## src/rtl/frame_cfg_pkg.sv

```systemverilog
// frame_cfg_pkg: shared state encoding and widths for column frame sequencing
package frame_cfg_pkg;

    typedef enum logic [1:0] {IDLE, SETUP, STROBE, HOLD} fss_state_t;

    localparam int MAX_FRAMES  = 20;
    localparam int FRAME_IDX_W = $clog2(MAX_FRAMES);
    localparam int PHASE_CNT_W = 8;

endpackage

```

## src/rtl/frame_strobe_sequencer.sv

```systemverilog
// frame_strobe_sequencer: writes one frame per request with setup/strobe/hold phasing
module frame_strobe_sequencer
    import frame_cfg_pkg::*;
#(
    parameter int MaxFramesPerCol = MAX_FRAMES,
    parameter int FrameBitsPerRow = 32,
    parameter int SETUP_CYCLES    = 1,
    parameter int STROBE_CYCLES   = 2,
    parameter int HOLD_CYCLES     = 1
) (
    input  logic                               CLK,
    input  logic                               reset,
    input  logic                               req_valid,
    output logic                               req_ready,
    input  logic [$clog2(MaxFramesPerCol)-1:0] req_frame,
    input  logic [FrameBitsPerRow-1:0]         req_data,
    input  logic                               err_clr,
    output logic [FrameBitsPerRow-1:0]         FrameData,
    output logic [MaxFramesPerCol-1:0]         FrameStrobe,
    output logic                               busy,
    output logic                               err,
    output logic [15:0]                        frame_count
);

    localparam int IdxW = $clog2(MaxFramesPerCol);
    localparam logic [IdxW:0] IDX_LIMIT = (IdxW + 1)'(MaxFramesPerCol);
    localparam logic [PHASE_CNT_W-1:0] S_LAST = PHASE_CNT_W'(SETUP_CYCLES - 1);
    localparam logic [PHASE_CNT_W-1:0] T_LAST = PHASE_CNT_W'(STROBE_CYCLES - 1);
    localparam logic [PHASE_CNT_W-1:0] H_LAST = PHASE_CNT_W'(HOLD_CYCLES - 1);

    if (SETUP_CYCLES < 1 || SETUP_CYCLES > 255 || STROBE_CYCLES < 1 || STROBE_CYCLES > 255 ||
        HOLD_CYCLES < 1 || HOLD_CYCLES > 255) begin : g_bad_phase
        $error("SETUP/STROBE/HOLD cycle counts must lie in 1..255");
    end

    fss_state_t state, state_n;
    logic [PHASE_CNT_W-1:0] phase, phase_n;
    logic [IdxW-1:0] idx;
    logic [FrameBitsPerRow-1:0] data;
    logic accept, in_range, last, done;

    always_comb begin
        accept   = req_valid && state == IDLE;
        in_range = {1'b0, req_frame} < IDX_LIMIT;
        last     = phase == (state == SETUP ? S_LAST : state == STROBE ? T_LAST : H_LAST);
        done     = state == HOLD && last;
        state_n  = state;
        phase_n  = last ? '0 : phase + 1'b1;
        case (state)
            IDLE: begin
                state_n = accept && in_range ? SETUP : IDLE;
                phase_n = '0;
            end
            SETUP:   state_n = last ? STROBE : SETUP;
            STROBE:  state_n = last ? HOLD : STROBE;
            default: state_n = last ? IDLE : HOLD;
        endcase
    end

    always_ff @(posedge CLK) begin
        if (reset) begin
            state       <= IDLE;
            phase       <= '0;
            idx         <= '0;
            data        <= '0;
            err         <= 1'b0;
            frame_count <= '0;
        end else begin
            state <= state_n;
            phase <= phase_n;
            if (accept) begin
                idx  <= req_frame;
                data <= req_data;
            end
            err <= (accept && !in_range) || (err && !err_clr);
            if (done && frame_count != 16'hFFFF)
                frame_count <= frame_count + 16'd1;
        end
    end

    assign req_ready   = state == IDLE;
    assign busy        = state != IDLE;
    assign FrameData   = state == IDLE ? '0 : data;
    assign FrameStrobe = state == STROBE ? MaxFramesPerCol'(1) << idx : '0;

endmodule

```

## config.mk

```make
export PLATFORM = sky130hd
export DESIGN_NAME = frame_strobe_sequencer
export DESIGN_NICKNAME = d
export VERILOG_FILES = /design/src/rtl/frame_cfg_pkg.sv /design/src/rtl/frame_strobe_sequencer.sv
export SDC_FILE = /design/constraint.sdc
export NUM_CORES = 1
export LEC_CHECK = 0
export ABC_AREA = 0
export BUFFER_PORTS_ARGS = -buffer_cell sky130_fd_sc_hd__buf_2
export CORE_MARGIN = 2
export CORE_UTILIZATION = 43
export CTS_BUF_LIST = sky130_fd_sc_hd__clkbuf_16
export DETAILED_ROUTE_END_ITERATION = 16
export PLACE_DENSITY_LB_ADDON = 0.15
export SLEW_MARGIN = 30
export SYNTH_ARGS = -nofsm -noshare
export SYNTH_HDL_FRONTEND = slang
export SYNTH_SLANG_ARGS = --single-unit
```

## constraint.sdc

```tcl
create_clock -name CLK -period 1.99 [get_ports CLK]
set_clock_uncertainty 0.15 [all_clocks]
set_input_delay 0.398 -clock CLK [delete_from_list [all_inputs] [get_ports CLK]]
set_output_delay 0.398 -clock CLK [all_outputs]
set_load 0.005 [all_outputs]
```

Word-level counts from Yosys, hierarchy flattened
Index checks and enable logic that the tools add are counted.

storage, ports and cells
  register bits = 64
  input port bits = 41
  output and inout bits = 71
  word-level logic and storage cells = 36

cells by class
  add/subtract/negate cells = 2
  $lt $le $gt $ge = 1
  equality and inequality tests = 5
  shift operators = 1
  muxes and demuxes = 9
  reduce and logical (&&, ||, !) cells = 12

operator list
  operator                 count
  $mux W32                 1
  $mux W20                 1
  $shl A1 B5 Y20 const A   1
  $add A16 B1 Y16 const B  1
  $ne A16 B16 Y1 const B   1
  $add A8 B1 Y8 const B    1
  $eq A8 B1 Y1             1
  $logic_and A1 B1 Y1      6
  $pmux W2 S3              1
  $lt A5 B5 Y1 const B     1
  $eq A2 B2 Y1 const B     2
  $mux W1                  4
  $mux W2                  2
  $reduce_or A3 Y1         1
  $eq A2 B1 Y1 const B     1
  $logic_not A1 Y1         2
  $logic_not A2 Y1         1
  $reduce_bool A2 Y1       1
  $logic_or A1 B1 Y1       1

Longest topological paths before layout
Gate-level depths: netlist of the first run.

  depth after elaboration = 6
  gate-level depth with buffers = 6
  depth with buffers taken out = 5

Worst setup path before layout of the first run
No wires, ideal clock.

  kind = register -> output
  start = register state[0]
  end = output port FrameStrobe[14]
  arrival = 1.498 ns
  required time = 1.442 ns
  setup slack = -0.056 ns
  stages on the path, launching flop included = 6
  buffers on the path = 1
  cell sequence = dfxtp_1 > nand2b_1 > or3b_2 > clkbuf_1 > or2_2 > nor2_1

on the way
  word-level cells in the longest chain between the ends = 2

RTL lines
  element                   line                          text
  start: declaration        frame_strobe_sequencer.sv:36  fss_state_t state, state_n;
  start signal: assignment  frame_strobe_sequencer.sv:69  state <= state_n;
  $eq A2 B2 Y1              frame_strobe_sequencer.sv:84  assign FrameStrobe = state == STROBE ? MaxFramesPerCol'(1) << idx : '0;
  $mux W20                  frame_strobe_sequencer.sv:84
  end: declaration          frame_strobe_sequencer.sv:19  output logic [MaxFramesPerCol-1:0] FrameStrobe,

Every way passes these cells.

Worst setup path in the final report of the first run
Same ends and word-level chain as after synthesis.

==> impl_metrics.yaml, run 1 <==
power:
  combPwrFrac_pct: 14.5
  peakVddDrop_mv: 0.549
  clock_power_share_pct: 45.1
  power.switching_uw: 860
  swShare_pct: 25.2
  seqPwrFrac_pct: 40.4
  p_per_area_nw_per_um2: 761
  power.leakage_nw: 1.94
  report.power.total_mw: 3.42
  p_int_mw: 2.56
drt:
  via_count: 3247
  drc: 0
  avgViaCountPerCell: 5.05
  wirelength_um: 8340
  drt-wirelength-per-cell_um: 13.0
  ant_nets: 0
  drt-pass1-iter-count: 5
  drt-initial-drc-count: 157
finish:
  fin_util_pct: 65.4
  drive_gt1_share_pct: 37.8
  diodes: 0
  syn2layout_area_growth_pct: 45.7
  final_cell_area_um2: 4490
  nNetsFinal: 585
placed_design:
  detailed_place_hpwl_um: 5660
  gp_congestion: 0.784
  port_buffers: 111
  dpl_cell_area_um2: 3940
  pre_cts_slack_ns: 0.0531
die:
  dieWidth_um: 88.7
  dieArea_um2: 7860
  fp.dieH_um: 88.7
  coreArea_um2: 6870
  io_pins: 112
  start_util_pct: 44.9
  fp-row-count: 30
timing:
  fmax_ghz: 0.468
  worstMarginPinSlew_ns: 0.474
  final-setup-viol-count: 13
  post-route-period-util_pct: 107
  rsz0062_at_grt: "true"
  period_needed_ns: 2.14
  layout_setup_ws_ns: -0.146
  finalHoldViolCount: 0
  slew_headroom_pct: 68.2
  slew_viol_final: 0
setup_path:
  end_kind: "primary output"
  cp_data_arrival_time_ns: 1.59
  cp_max_fo: 3
  startpoint_type: "flip-flop"
  max_stage_delay_ns: 0.38
  slowest_stage: "or3b_4"
  cp_cell_sequence: "nand2b_4 -> or3b_4 -> or2_4 -> nor2_2 -> buf_2"
  crit_type: "reg -> out"
  cp.required_ns: 1.44
cts:
  htreeDepth: 3
  cts_sinks: 64
  root_buffer: "clkbuf_16"
  clk_pin_slew_ns: 0.06
  cts_tree: "yes"
  clock_latency_ns: 0.32
  clockBufferDepth: 2
  cts_buffers: 9
yosys:
  synthArstFlopShare_pct: 0
  synth_area_per_cell_um2: 7.71
  yosysSeqAreaShare_pct: 41.6
  yosysWarningCount: 0
  syn_area_um2: 3080
  ys_types: 49
  ys_seq_elements: 64
  synth_cells: 400
  ys.flop_type: "dfxtp_1"
  syn_nets: 443
  synth_edf_count: 0
flow_run:
  drv_cap: 0
grt:
  overflow: 0
  first_global_vias: 2818
  grt_usage_pct: 19.8
  grt_pass1_wl_um: 12400
  grt_max_degree: 37
  antenna_found_initial: 0
run_status:
  violations: "negative setup slack"
  status: "complete, but fails checks"
hold_path:
  hold_path.class: "in -> reg"
==> Yosys cell counts, drive strengths merged, types with 2 or more instances <==
master / number / share of area, %
and3: 3 / 0.69
o21ai: 6 / 0.97
and2: 2 / 0.45
xnor2: 2 / 0.57
nor2b: 36 / 7.3
or3b: 2 / 0.57
xor2: 5 / 1.4
nand2: 87 / 11
o22ai: 2 / 0.41
mux2: 2 / 0.73
o31ai: 6 / 1.5
a31oi: 2 / 0.41
nand2b: 2 / 0.41
dfxtp: 64 / 42
nor3: 9 / 1.6
or2: 2 / 0.41
nor4: 6 / 1.9
inv: 9 / 1.1
ha: 2 / 0.81
or4: 6 / 1.5
or3: 8 / 1.7
nand4: 9 / 2.3
nor2: 30 / 3.7
clkbuf: 17 / 2.4
a21oi: 51 / 8.3
and4: 4 / 1.1
a31o: 2 / 0.57
buf: 4 / 0.65
nand3: 13 / 2.3
==> per-layer routing <==
layer / share of wire [%] / GRT usage [%] / wire length [um]
met1: 46 / 25.7 / 3800
met3: 6.1 / 3.17 / 511
met4: 0.71 / 7.44 / 59
met5: 0 / 0 / 0
met2: 48 / 33.0 / 3970
==> final cells by class <==
cell class,instances,area (um2)
tap,96,120
multi-input combinational,305,1770
sequential,64,1290
fill,624,2380
inverter,9,33.8
clock inverter,7,71.3
clock buffer,9,225
timing repair buffer,153,976
==> cell families (layout without fill, tap and decap cells) <==
kind of cell / count (synthesis) / in the layout / share of synthesized area (%)
muxes: 2 / 2 / 0.730
and+or+nand+nor: 224 / 224 / 38.1
DFF: 64 / 64 / 41.6
buffers and inverters: 31 / 178 / 4.46
adders and majority gates: 2 / 2 / 0.812
xor gates and xnor gates: 7 / 7 / 1.99
AOI/OAI and AO/OA: 70 / 70 / 12.3
==> worst max-delay path: cells and delay by family (launching register included) <==
| family | cells | cell delay [ns] |
|---|---|---|
| flip-flops | 1 | 0.31 |
| buffers and inverters | 1 | 0.12 |
| AND/OR/NAND/NOR | 4 | 0.85 |
==> registers in the layout, summed over array words and instances (netlist names) <==
name	flops
data	32
err	1
frame_count	16
idx	5
phase	8
state	2
==> cell usage in the layout, fill, tap and decap left out, types with 6 or more instances in the layout <==
| cell type | netlist | routed |
|---|---|---|
| or4_1 | 6 | 6 |
| dfxtp_1 | 64 | 59 |
| nand2_1 | 87 | 87 |
| a21oi_1 | 51 | 51 |
| o31ai_1 | 6 | 6 |
| clkbuf_16 | 0 | 12 |
| nand3_1 | 12 | 12 |
| nand4_1 | 8 | 8 |
| buf_2 | 1 | 111 |
| nor2_1 | 30 | 23 |
| or3_1 | 7 | 6 |
| buf_4 | 1 | 32 |
| inv_1 | 9 | 9 |
| nor2b_1 | 36 | 35 |
==> per-stage QoR <==
stage / cells / hold slack [ns] / TNS (ns)
after detailed placement: 617 / 0.292 / 0
final: 643 / 0.159 / -1.05
after global routing: 643 / 0.156 / -2.41
after CTS: 635 / 0.153 / -1.41
after floorplan: 400 / 0.279 / 0
after global placement: 617 / 0.287 / 0
==> power groups by stage <==
stage	Combinational, mW	Clock [mW]	Sequential, mW
6_report	0.496	1.54	1.38
5_1_grt	0.551	1.63	1.39
4_1_cts	0.412	1.57	1.38
3_5_place_dp	0.402	0	1.41
3_3_place_gp	0.398	0	1.40
2_1_floorplan	0.239	0	1.40
==> timing repair <==
| action | CTS | global route |
|---|---|---|
| gates resized for setup | 5 | 23 |
| hold buffers | 0 | 0 |
| gates cloned | 0 | 4 |
| pin swaps | 3 | 6 |
| setup buffers | 2 | 5 |
| setup endpoints to repair | 16 | 57 |
==> path summary, 6_finish.rpt <==
path | start | to | slack, ns | depth (start not counted)
worst max-delay path | state[0]$_SDFF_PP0_ | FrameStrobe[14] | -0.15 | 5
worst max register to register | phase[4]$_SDFF_PP0_ | frame_count[7]$_SDFFE_PP0P_ | 0.04 | 5
worst min register to register | data[3]$_SDFFE_PP0P_ | data[3]$_SDFFE_PP0P_ | 0.30 | 2
worst min-delay path | req_data[19] | data[19]$_SDFFE_PP0P_ | 0.16 | 3
Power figures use the tool's default switching activity.
==> run 2: changes to the inputs <==
==> constraint.sdc (replaced) <==
create_clock -name CLK -period 1.99 [get_ports CLK]
set_clock_uncertainty 0.15 [all_clocks]
set_input_delay 0 -clock CLK [delete_from_list [all_inputs] [get_ports CLK]]
set_output_delay 0 -clock CLK [all_outputs]
set_load 0.005 [all_outputs]
==> impl_metrics.yaml, run 2 (synthesized netlist as in run 1, its figures left out) <==
cts:
  clk_pin_slew_ns: 0.05
  htreeDepth: 3
  clockBufferDepth: 2
  cts_tree: "yes"
  clock_latency_ns: 0.32
  root_buffer: "clkbuf_16"
  cts_sinks: 64
  cts_buffers: 9
die:
  io_pins: 112
  start_util_pct: 44.9
  coreArea_um2: 6870
  fp.dieH_um: 88.7
  fp-row-count: 30
  dieArea_um2: 7860
  dieWidth_um: 88.7
timing:
  layout_setup_ws_ns: 0.109
  fin_tns_setup_ns: 0
  fmax_ghz: 0.532
  rsz0062_at_grt: "false"
  whs_ns: 0.0491
  period_needed_ns: 1.88
  final-setup-viol-count: 0
  worstMarginPinSlew_ns: 0.464
  slew_viol_final: 0
  post-route-period-util_pct: 94.5
  slew_headroom_pct: 68.8
  finalHoldViolCount: 0
run_status:
  status: "complete, no violations"
power:
  peakVddDrop_mv: 0.505
  power.leakage_nw: 1.97
  report.power.total_mw: 3.16
  p_per_area_nw_per_um2: 697
placed_design:
  port_buffers: 111
  detailed_place_hpwl_um: 5590
  pre_cts_slack_ns: 0.0399
  placed_cells: 610
  dpl_cell_area_um2: 3840
  gp_congestion: 0.956
finish:
  multi_input_area_um2: 1690
  layout.cells.non_filler: 667
  largestRegisters: "data (32), frame_count (16), phase (8)"
  fillers: 615
  syn2layout_area_growth_pct: 47.2
  regMostFlops: "data"
  largest_reg_flops: 32
  final_cell_area_um2: 4540
  diodes: 0
  nNetsFinal: 610
  fin_util_pct: 66.1
  seq_area_um2: 1280
  drive_gt1_share_pct: 30.3
  layout_commonest_cell: "buf_2"
  most-common-layout-cells: "buf_2, nand2_1, dfxtp_1"
drt:
  avgViaCountPerCell: 4.96
  drc: 0
  wirelength_um: 8500
  ant_nets: 0
  drt-pass1-iter-count: 4
  drt-initial-drc-count: 131
  via_count: 3305
  drt-wirelength-per-cell_um: 12.7
flow_run:
  drv_cap: 0
grt:
  grt_pass1_wl_um: 13200
  grt_max_degree: 27
  overflow: 0
  first_global_vias: 2983
  grt_usage_pct: 21.3
  antenna_found_initial: 0
setup_path:
  reg2reg_depth: 7
  end_kind: "flip-flop"
  cp.required_ns: 2.09
  crit_type: "reg -> reg"
  cp_data_arrival_time_ns: 1.98
  startpoint_type: "flip-flop"
  cp_max_fo: 8
hold_path:
  holdPathStages: 5
  hold_path.class: "in -> reg"
run 2: worst max-delay path, stage by stage, from the launching register on:
cell     delay, ns
dfxtp_1       0.31
ha_1          0.21
buf_4         0.15
nand4_1       0.11
nor4_1        0.06
buf_4         0.16
or4_1         0.51
a21oi_1       0.15
run 2: final timing paths:
check	startpoint	end	slack [ns]
worst max-delay path	frame_count[0]$_SDFFE_PP0P_	frame_count[3]$_SDFFE_PP0P_	0.11
worst min-delay path	req_valid	data[21]$_SDFFE_PP0P_	0.05
worst max register to register	frame_count[0]$_SDFFE_PP0P_	frame_count[3]$_SDFFE_PP0P_	0.11
worst min register to register	data[19]$_SDFFE_PP0P_	data[19]$_SDFFE_PP0P_	0.30
run 2: metal layers:
| layer | GRT usage, % | up-vias | part of all wire, % |
|---|---|---|---|
| met5 | 0 | - | 0 |
| met4 | 8.54 | 0 | 1.2 |
| met3 | 4.48 | 9 | 5.9 |
| met2 | 36.8 | 91 | 48 |
| met1 | 25.9 | 1512 | 45 |
| li1 | - | 1693 | - |
run 2: repair_timing:
item	4_1_cts	5_1_grt
hold buffers	39	0
pin swaps	0	3
endpoints found under the setup margin	4	12
hold endpoints to repair	48	0
resized for setup	4	2
setup buffers	0	3
gates cloned	0	0
run 2: final cells by class:
class	count	share of cell area, %
clock buffers	9	4.96
repair buffers	178	25.5
inverters	9	0.744
multi-input cells	305	37.2
well taps	96	2.65
flip-flops and latches	64	28.3
clock inverters	6	0.634
run 2: where the power goes:
group          switching, mW  internal, mW
clock network          0.527         0.815
registers             0.0415          1.35
logic                  0.222         0.211
total                  0.790          2.37
